<file path="src/rtl/mult_ctrl.sv">
// mult_ctrl: sequencer around the shared WIDTH x WIDTH multiplier of the
// execute stage. Takes one request at a time over a valid/ready channel,
// drives registered operands into the multiplier, waits its fixed latency,
// then returns the product split into HI/LO with the request tag.
// Requests with a zero operand skip the multiplier wait.
module mult_ctrl #(
    parameter int WIDTH = 16,
    parameter int LAT   = 2,
    parameter int TAG_W = 4
) (
    input  logic                 Clk,
    input  logic                 Rst,
    input  logic                 Req_Valid,
    output logic                 Req_Ready,
    input  logic [WIDTH-1:0]     Req_OpA,
    input  logic [WIDTH-1:0]     Req_OpB,
    input  logic [TAG_W-1:0]     Req_Tag,
    output logic [WIDTH-1:0]     Mult_OpA,
    output logic [WIDTH-1:0]     Mult_OpB,
    input  logic [2*WIDTH-1:0]   Mult_Result,
    output logic                 Rsp_Valid,
    input  logic                 Rsp_Ready,
    output logic [WIDTH-1:0]     Rsp_Hi,
    output logic [WIDTH-1:0]     Rsp_Lo,
    output logic [TAG_W-1:0]     Rsp_Tag,
    output logic                 Busy
);

    localparam logic [1:0] S_IDLE = 2'd0;
    localparam logic [1:0] S_RUN  = 2'd1;
    localparam logic [1:0] S_DONE = 2'd2;

    // Counter is 4 bits wide, enough for the full 1..15 latency range.
    localparam logic [3:0] CNT_LOAD = 4'(LAT - 1);

    logic [1:0]       state_q, state_d;
    logic [3:0]       cnt_q, cnt_d;
    logic [WIDTH-1:0] opa_q, opa_d;
    logic [WIDTH-1:0] opb_q, opb_d;
    logic [TAG_W-1:0] tag_q, tag_d;
    logic [WIDTH-1:0] rsp_hi_q, rsp_hi_d;
    logic [WIDTH-1:0] rsp_lo_q, rsp_lo_d;
    logic [TAG_W-1:0] rsp_tag_q, rsp_tag_d;
    logic             rsp_valid_q, rsp_valid_d;

    logic             req_ready;
    logic             accept;
    logic             rsp_fire;
    logic             req_zero;

    // Ready is combinational in DONE so a new request can issue on the
    // same edge the pending response retires; held low throughout reset.
    always_comb begin
        req_ready = 1'b0;
        case (state_q)
            S_IDLE:  req_ready = 1'b1;
            S_DONE:  req_ready = Rsp_Ready;
            default: req_ready = 1'b0;
        endcase
        if (Rst) begin
            req_ready = 1'b0;
        end
    end

    assign accept   = Req_Valid & req_ready;
    assign rsp_fire = rsp_valid_q & Rsp_Ready;
    assign req_zero = (Req_OpA == '0) || (Req_OpB == '0);

    // Next-state logic: IDLE/DONE share the accept path, RUN counts down
    // the multiplier latency and captures the product when it expires.
    always_comb begin
        state_d     = state_q;
        cnt_d       = cnt_q;
        opa_d       = opa_q;
        opb_d       = opb_q;
        tag_d       = tag_q;
        rsp_hi_d    = rsp_hi_q;
        rsp_lo_d    = rsp_lo_q;
        rsp_tag_d   = rsp_tag_q;
        rsp_valid_d = rsp_valid_q;

        case (state_q)
            S_IDLE, S_DONE: begin
                // Retire the current response first; an accept below may
                // immediately reload it via the zero shortcut.
                if (state_q == S_DONE && rsp_fire) begin
                    rsp_valid_d = 1'b0;
                    state_d     = S_IDLE;
                end
                if (accept) begin
                    opa_d = Req_OpA;
                    opb_d = Req_OpB;
                    tag_d = Req_Tag;
                    if (req_zero) begin
                        rsp_hi_d    = '0;
                        rsp_lo_d    = '0;
                        rsp_tag_d   = Req_Tag;
                        rsp_valid_d = 1'b1;
                        state_d     = S_DONE;
                    end else begin
                        cnt_d   = CNT_LOAD;
                        state_d = S_RUN;
                    end
                end
            end
            S_RUN: begin
                if (cnt_q == 4'd0) begin
                    rsp_hi_d    = Mult_Result[2*WIDTH-1:WIDTH];
                    rsp_lo_d    = Mult_Result[WIDTH-1:0];
                    rsp_tag_d   = tag_q;
                    rsp_valid_d = 1'b1;
                    state_d     = S_DONE;
                end else begin
                    cnt_d = cnt_q - 4'd1;
                end
            end
            default: begin
                state_d     = S_IDLE;
                rsp_valid_d = 1'b0;
            end
        endcase
    end

    // State and datapath registers; reset aborts any operation in flight.
    always_ff @(posedge Clk or posedge Rst) begin
        if (Rst) begin
            state_q     <= S_IDLE;
            cnt_q       <= 4'd0;
            opa_q       <= '0;
            opb_q       <= '0;
            tag_q       <= '0;
            rsp_hi_q    <= '0;
            rsp_lo_q    <= '0;
            rsp_tag_q   <= '0;
            rsp_valid_q <= 1'b0;
        end else begin
            state_q     <= state_d;
            cnt_q       <= cnt_d;
            opa_q       <= opa_d;
            opb_q       <= opb_d;
            tag_q       <= tag_d;
            rsp_hi_q    <= rsp_hi_d;
            rsp_lo_q    <= rsp_lo_d;
            rsp_tag_q   <= rsp_tag_d;
            rsp_valid_q <= rsp_valid_d;
        end
    end

    assign Req_Ready = req_ready;
    assign Mult_OpA  = opa_q;
    assign Mult_OpB  = opb_q;
    assign Rsp_Valid = rsp_valid_q;
    assign Rsp_Hi    = rsp_hi_q;
    assign Rsp_Lo    = rsp_lo_q;
    assign Rsp_Tag   = rsp_tag_q;
    assign Busy      = (state_q != S_IDLE);

endmodule

</file>
<file path="config.mk">
export PLATFORM = sky130hd
export DESIGN_NAME = mult_ctrl
export DESIGN_NICKNAME = d
export VERILOG_FILES = /design/src/rtl/mult_ctrl.sv
export SDC_FILE = /design/constraint.sdc
export NUM_CORES = 1
export LEC_CHECK = 0
export BUFFER_PORTS_ARGS = -buffer_cell sky130_fd_sc_hd__buf_2
export CAP_MARGIN = 40
export CORE_ASPECT_RATIO = 0.5
export CORE_MARGIN = 3
export CORE_UTILIZATION = 35
export CTS_CLUSTER_SIZE = 12
export DETAILED_ROUTE_END_ITERATION = 6
export PLACE_DENSITY = 0.65
export SYNTH_ARGS = -nofsm -noshare
export SYNTH_HDL_FRONTEND = slang
export SYNTH_SLANG_ARGS = --single-unit
</file>
<file path="constraint.sdc">
create_clock -name Clk -period 3.6 [get_ports Clk]
set_input_delay 0.72 -clock Clk [delete_from_list [all_inputs] [get_ports Clk]]
set_output_delay 0.72 -clock Clk [all_outputs]
set_load 0.1 [all_outputs]
</file>
* After elaboration in Yosys (flattened, before gate mapping)
Cells that the tools add are included.
** Word-level totals
- Flip-flop bits (word level) :: 79
- ROM bits :: 0
- Memories :: 0
- RAM bits :: 0
- Latch bits :: 0
** Operators by class
- $mul :: 0
- Eq/ne operators :: 8
- Divide/modulo/power cells :: 0
- Multiplexer cells :: 26
- Add/subtract/negate cells :: 1
- Shifts and indexed selects :: 0
- Reductions and logical operators :: 13
- Magnitude comparators :: 0
- Bitwise logic cells :: 2
** Operators by type and width (number)
- 16-bit 2-to-1 mux :: 4
- 16-bit case mux with 2 select lines :: 2
- 16-bit zero test :: 2
- 4-bit 2-to-1 mux :: 6
- 4-bit case mux with 2 select lines :: 2
- 2-bit inequality test, second input constant :: 5
- 2-bit 2-to-1 mux :: 4
- 4-bit AND reduction :: 2
- 1-bit 2-to-1 mux :: 5
- 4-bit zero test :: 1
- 1-bit case mux with 2 select lines :: 2
- 2-bit case mux with 2 select lines :: 1
- 2-bit AND reduction :: 2
- 2-bit nonzero test :: 2
- 4-bit by 1-bit subtractor with 4-bit output, second input constant :: 1
- 3-bit inequality test, second input constant :: 1
- 1-bit AND :: 2
- 2-bit by 1-bit == test with 1-bit output, second input constant :: 1
- 2-bit == test, second input constant :: 1
- 2-bit zero test :: 1
- 2-bit OR reduction :: 1
- 1-bit logical AND :: 1
- 1-bit logical OR :: 1

* Depth between registers and ports, before layout
- Word-level depth :: 6
- Depth in mapped cells :: 7
- Gate-level depth less buffers :: 7

* Least setup slack after synthesis
Ideal clock, no wire load.
- Path type :: input-to-output
- Start point :: input port Rsp_Ready
- End point :: output port Req_Ready
- Arrival time :: 3.027 ns
- Buffers on the path :: 0
- Data required time :: 2.880 ns
- Cell stages on the path :: 2
- Slack :: -0.147 ns
- Cells stage by stage :: inv_2 a211oi_1
** Between the ends
- Word-level cells in the longest chain between the ends :: 2
** Ends and longest elaborated chain
- start: declaration :: RTL line 22 : input logic Rsp_Ready,
- 1-bit case mux with 2 select lines :: RTL line 55 : case (state_q)
- 1-bit 2-to-1 mux :: RTL line 60 : if (Rst) begin
- end: declaration :: RTL line 14 : output logic Req_Ready,
No other way between the ends.

* Worst setup path after layout
- Start point :: register cnt_q[0]
- End point :: register rsp_hi_q[6], in the netlist Rsp_Hi[6]
** Between the ends
- Word-level cells in the longest chain between the ends :: 3
** Ends and longest elaborated chain
- start: declaration :: RTL line 37 : logic [3:0] cnt_q, cnt_d;
- start signal: assignment :: RTL line 138 : cnt_q <= cnt_d;
- 4-bit zero test :: RTL line 107 : if (cnt_q == 4'd0) begin
- 2-bit inequality test (no source line)
- 4-bit AND reduction (no source line)
- end signal: assignment :: RTL line 142 : rsp_hi_q <= rsp_hi_d;
- end: declaration :: RTL line 41 : logic [WIDTH-1:0] rsp_hi_q, rsp_hi_d;
No other way between the ends.
A chain may end at the register's enable or synchronous reset.

==> flow_metrics.env <==
export IMPL_status="finished, final reports clean"
export IMPL_antenna_cells_inserted=0
export IMPL_ff2ff_path_depth=7
export IMPL_crit_top_cell="nand2_1"
export IMPL_placed_cell_area_um2=4170
export IMPL_cp_startpoint="cnt_q[0]"
export IMPL_worst_slack_ps=1190
export IMPL_number_of_synthesized_flops_with_an_enable_pin=0
export IMPL_reg2reg_slack_ps=1190
export IMPL_clock_tree_from_tritoncts="done"
export IMPL_synth_area_leader_cell="dfrtp_1"
export IMPL_clk_slew_on_worst_s_h_paths_ps=60
export IMPL_cts_sinks=79
export IMPL_ys_types=32
export IMPL_cts_hold_fix_buffers=0
export IMPL_worst_path_max_fanout=20
export IMPL_final_antenna_net_count=0
export IMPL_fillCellCount=829
export IMPL_hpwlAfterDp_mm=5.96
export IMPL_grt_pass1_wl_mm=12.6
export IMPL_crit_end_category="register"
export IMPL_globalplace_congestion=0.761
export IMPL_r2r_start="cnt_q[0]"
export IMPL_placement_rows=24
export IMPL_die_x_um=144
export IMPL_path_class="register to register"
export IMPL_max_cap_violations=0
export IMPL_synth_top_cells_by_area="dfrtp_1 60%, mux2_2 12%, nand2_1 5.4%"
export IMPL_post_drt_wl_per_cell_um=14.8
export IMPL_hold_path_class="input port to asynchronous set/reset pin"
export IMPL_clock_path_buffers=2
export IMPL_critical_path_required_ps=3800
export IMPL_grt_use_total=0.148
export IMPL_synthDominantCellAreaShare=0.597
export IMPL_h_tree_depth=3
export IMPL_postRouteWirelength_mm=8.21
export IMPL_worst_ep_arrival_time_ps=2610
export IMPL_die_area_um2=10700
export IMPL_mostFrequentLayoutCell="buf_2"
export IMPL_drt_pass1_iter_count=4
export IMPL_clock_fmax_mhz=414
export IMPL_number_of_vias_per_cell_after_detailed_routing=4.89
export IMPL_ys_warnings_count=0
export IMPL_post_cts_resized=0
export IMPL_core_area_um2=8950
export IMPL_finalWorstPathRequiredPeriod_ps=2410
export IMPL_final_setup_tns_ps=0
export IMPL_final_cell_mix="142 x buf_2, 79 x dfrtp_1, 48 x nand2_1, 36 x mux2_2, 34 x o21ai_0"
export IMPL_placement_setup_worst_slack_ps=991
export IMPL_globalRouteOverflowTotal=0
export IMPL_post_synth_instance_area_um2=3310
export IMPL_syn_to_layout_area_delta_pct=34.0
export IMPL_syn_avg_cell_area_um2=11.4
export IMPL_max_stage_delay_ps=670
export IMPL_detail_route_iter0_violations=148
export IMPL_postSynthCellCount=290
export IMPL_vias=2714
export IMPL_seq_total_area_yosys=0.597
export IMPL_report_final_setup_viol=0
export IMPL_unrepaired_setup_endpoints_after_global_routing="false"
export IMPL_tightest_slew_ps=798
export IMPL_dieHeight_um=74.8
export IMPL_drc=0
export IMPL_regToRegEndpoint="Rsp_Hi[6]"
export IMPL_grt_start_max_net_pins=39
export IMPL_timing_final_max_slew_violations=0
export IMPL_finClkSkew_ps=4.11
export IMPL_fraction_of_layout_instances_using_a_drive_strength_above_1=0.473
export IMPL_grt_pass1_vias=2488
export IMPL_kind_of_start_point_of_the_critical_path="register"
export IMPL_synth_async_reset_ratio=1.00
export IMPL_io_buffers=142
export IMPL_start_util=0.370
export IMPL_worst_slew_slack_as_a_fraction_of_its_limit=0.467
export IMPL_top_level_ports=143
export IMPL_final_period_utilization=0.671
export IMPL_antenna_violations_before_repair=0
export IMPL_crit_path_top_delay_cell="nor3b_4"
export IMPL_worstSkewPairLatency_ps=320
export IMPL_post_cts_buffers=0
export IMPL_design_area_um2=4430
export IMPL_finalHoldViolCount=0
export IMPL_cts_inserted_buffers=9
export IMPL_synth_ff_latch_count=79
export IMPL_cts_root_buf="clkbuf_16"
export IMPL_crit_path_cell_trace="inv_1, ha_1, nor3b_4, nand2_1, buf_8, nand2_1, o21ai_0"
export IMPL_finish_net_count=508
export IMPL_ys_dominant_reg_cell="dfrtp_1"
export IMPL_postSynthNetCount=364
export IMPL_worstSetupEndpoint="Rsp_Hi[6]"
## synth_stat cells (3+ instances only)
library cell   n
mux2_2        36
buf_2          3
o21ai_0       34
inv_1          4
nor2_1         3
nor4_1         9
mux2_1         4
nand2_1       48
dfrtp_1       79
nand3_1       32
clkbuf_1      12
## stage by stage
step / util / std cells / hold slack [ps]
after floorplan: - / 290 / 468
after global placement: 0.465 / 539 / 486
after detailed placement: 0.466 / 540 / 485
after CTS: 0.495 / 555 / 424
after global routing: 0.495 / 555 / 447
final: 0.495 / 555 / 419
## metal layers
layer	up-vias	GRT usage	share of wire
li1	1295	-	-
met1	1341	0.198	0.45
met2	76	0.249	0.50
met3	2	0.0349	0.051
met4	0	0.0376	0.0041
met5	-	0	0
## flip-flops by register name (all words and copies together), names as in the netlist
name / cells
Rsp_Valid: 1
Mult_OpB: 16
cnt_q: 4
state_q: 2
Mult_OpA: 16
Rsp_Tag: 4
Rsp_Hi: 16
tag_q: 4
Rsp_Lo: 16
## cells by family after synthesis
logic type               synth area share
AND/OR/NAND/NOR                     0.146
flip-flops                          0.597
AO/OA/AOI/OAI                      0.0794
multiplexers                        0.136
buffers and inverters              0.0283
XOR/XNOR                          0.00529
adder cells (fa/ha/maj)           0.00756
## worst min path at each step
stage	from	endpoint	slack [ps]	cells after the start
after global routing	Rst	Mult_OpA[11]	450	2
after floorplan	cnt_q[0]	cnt_q[0]	470	1
after global placement	Mult_OpA[8]	Mult_OpA[8]	490	1
after detailed placement	Rsp_Tag[1]	Rsp_Tag[1]	480	1
after CTS	Rst	Mult_OpA[15]	420	2
final	Rst	Mult_OpA[11]	420	2
## worst max-delay path: cells and delay by family, from the launching register on
kind / cells / cell delay, ps
adder cells (fa/ha/maj): 1 / 140
AO/OA/AOI/OAI: 1 / 70
AND/OR/NAND/NOR: 3 / 1260
buffers and inverters: 2 / 400
flip-flops: 1 / 410
## cell type report
| type | instances | area, um2 | share of cell area |
|---|---|---|---|
| Inverter | 5 | 20.0 | 0.00452 |
| Tap cell | 117 | 146 | 0.0330 |
| Timing Repair Buffer | 150 | 778 | 0.176 |
| Sequential cell | 79 | 1980 | 0.446 |
| Clock buffer | 14 | 254 | 0.0573 |
| Clock inverter | 1 | 5.00 | 0.00113 |
| Multi-Input combinational cell | 189 | 1250 | 0.283 |
Power is left out: the tool's default activity adds up to more than one toggle a clock period on the data nets, which glitch-free logic cannot reach.
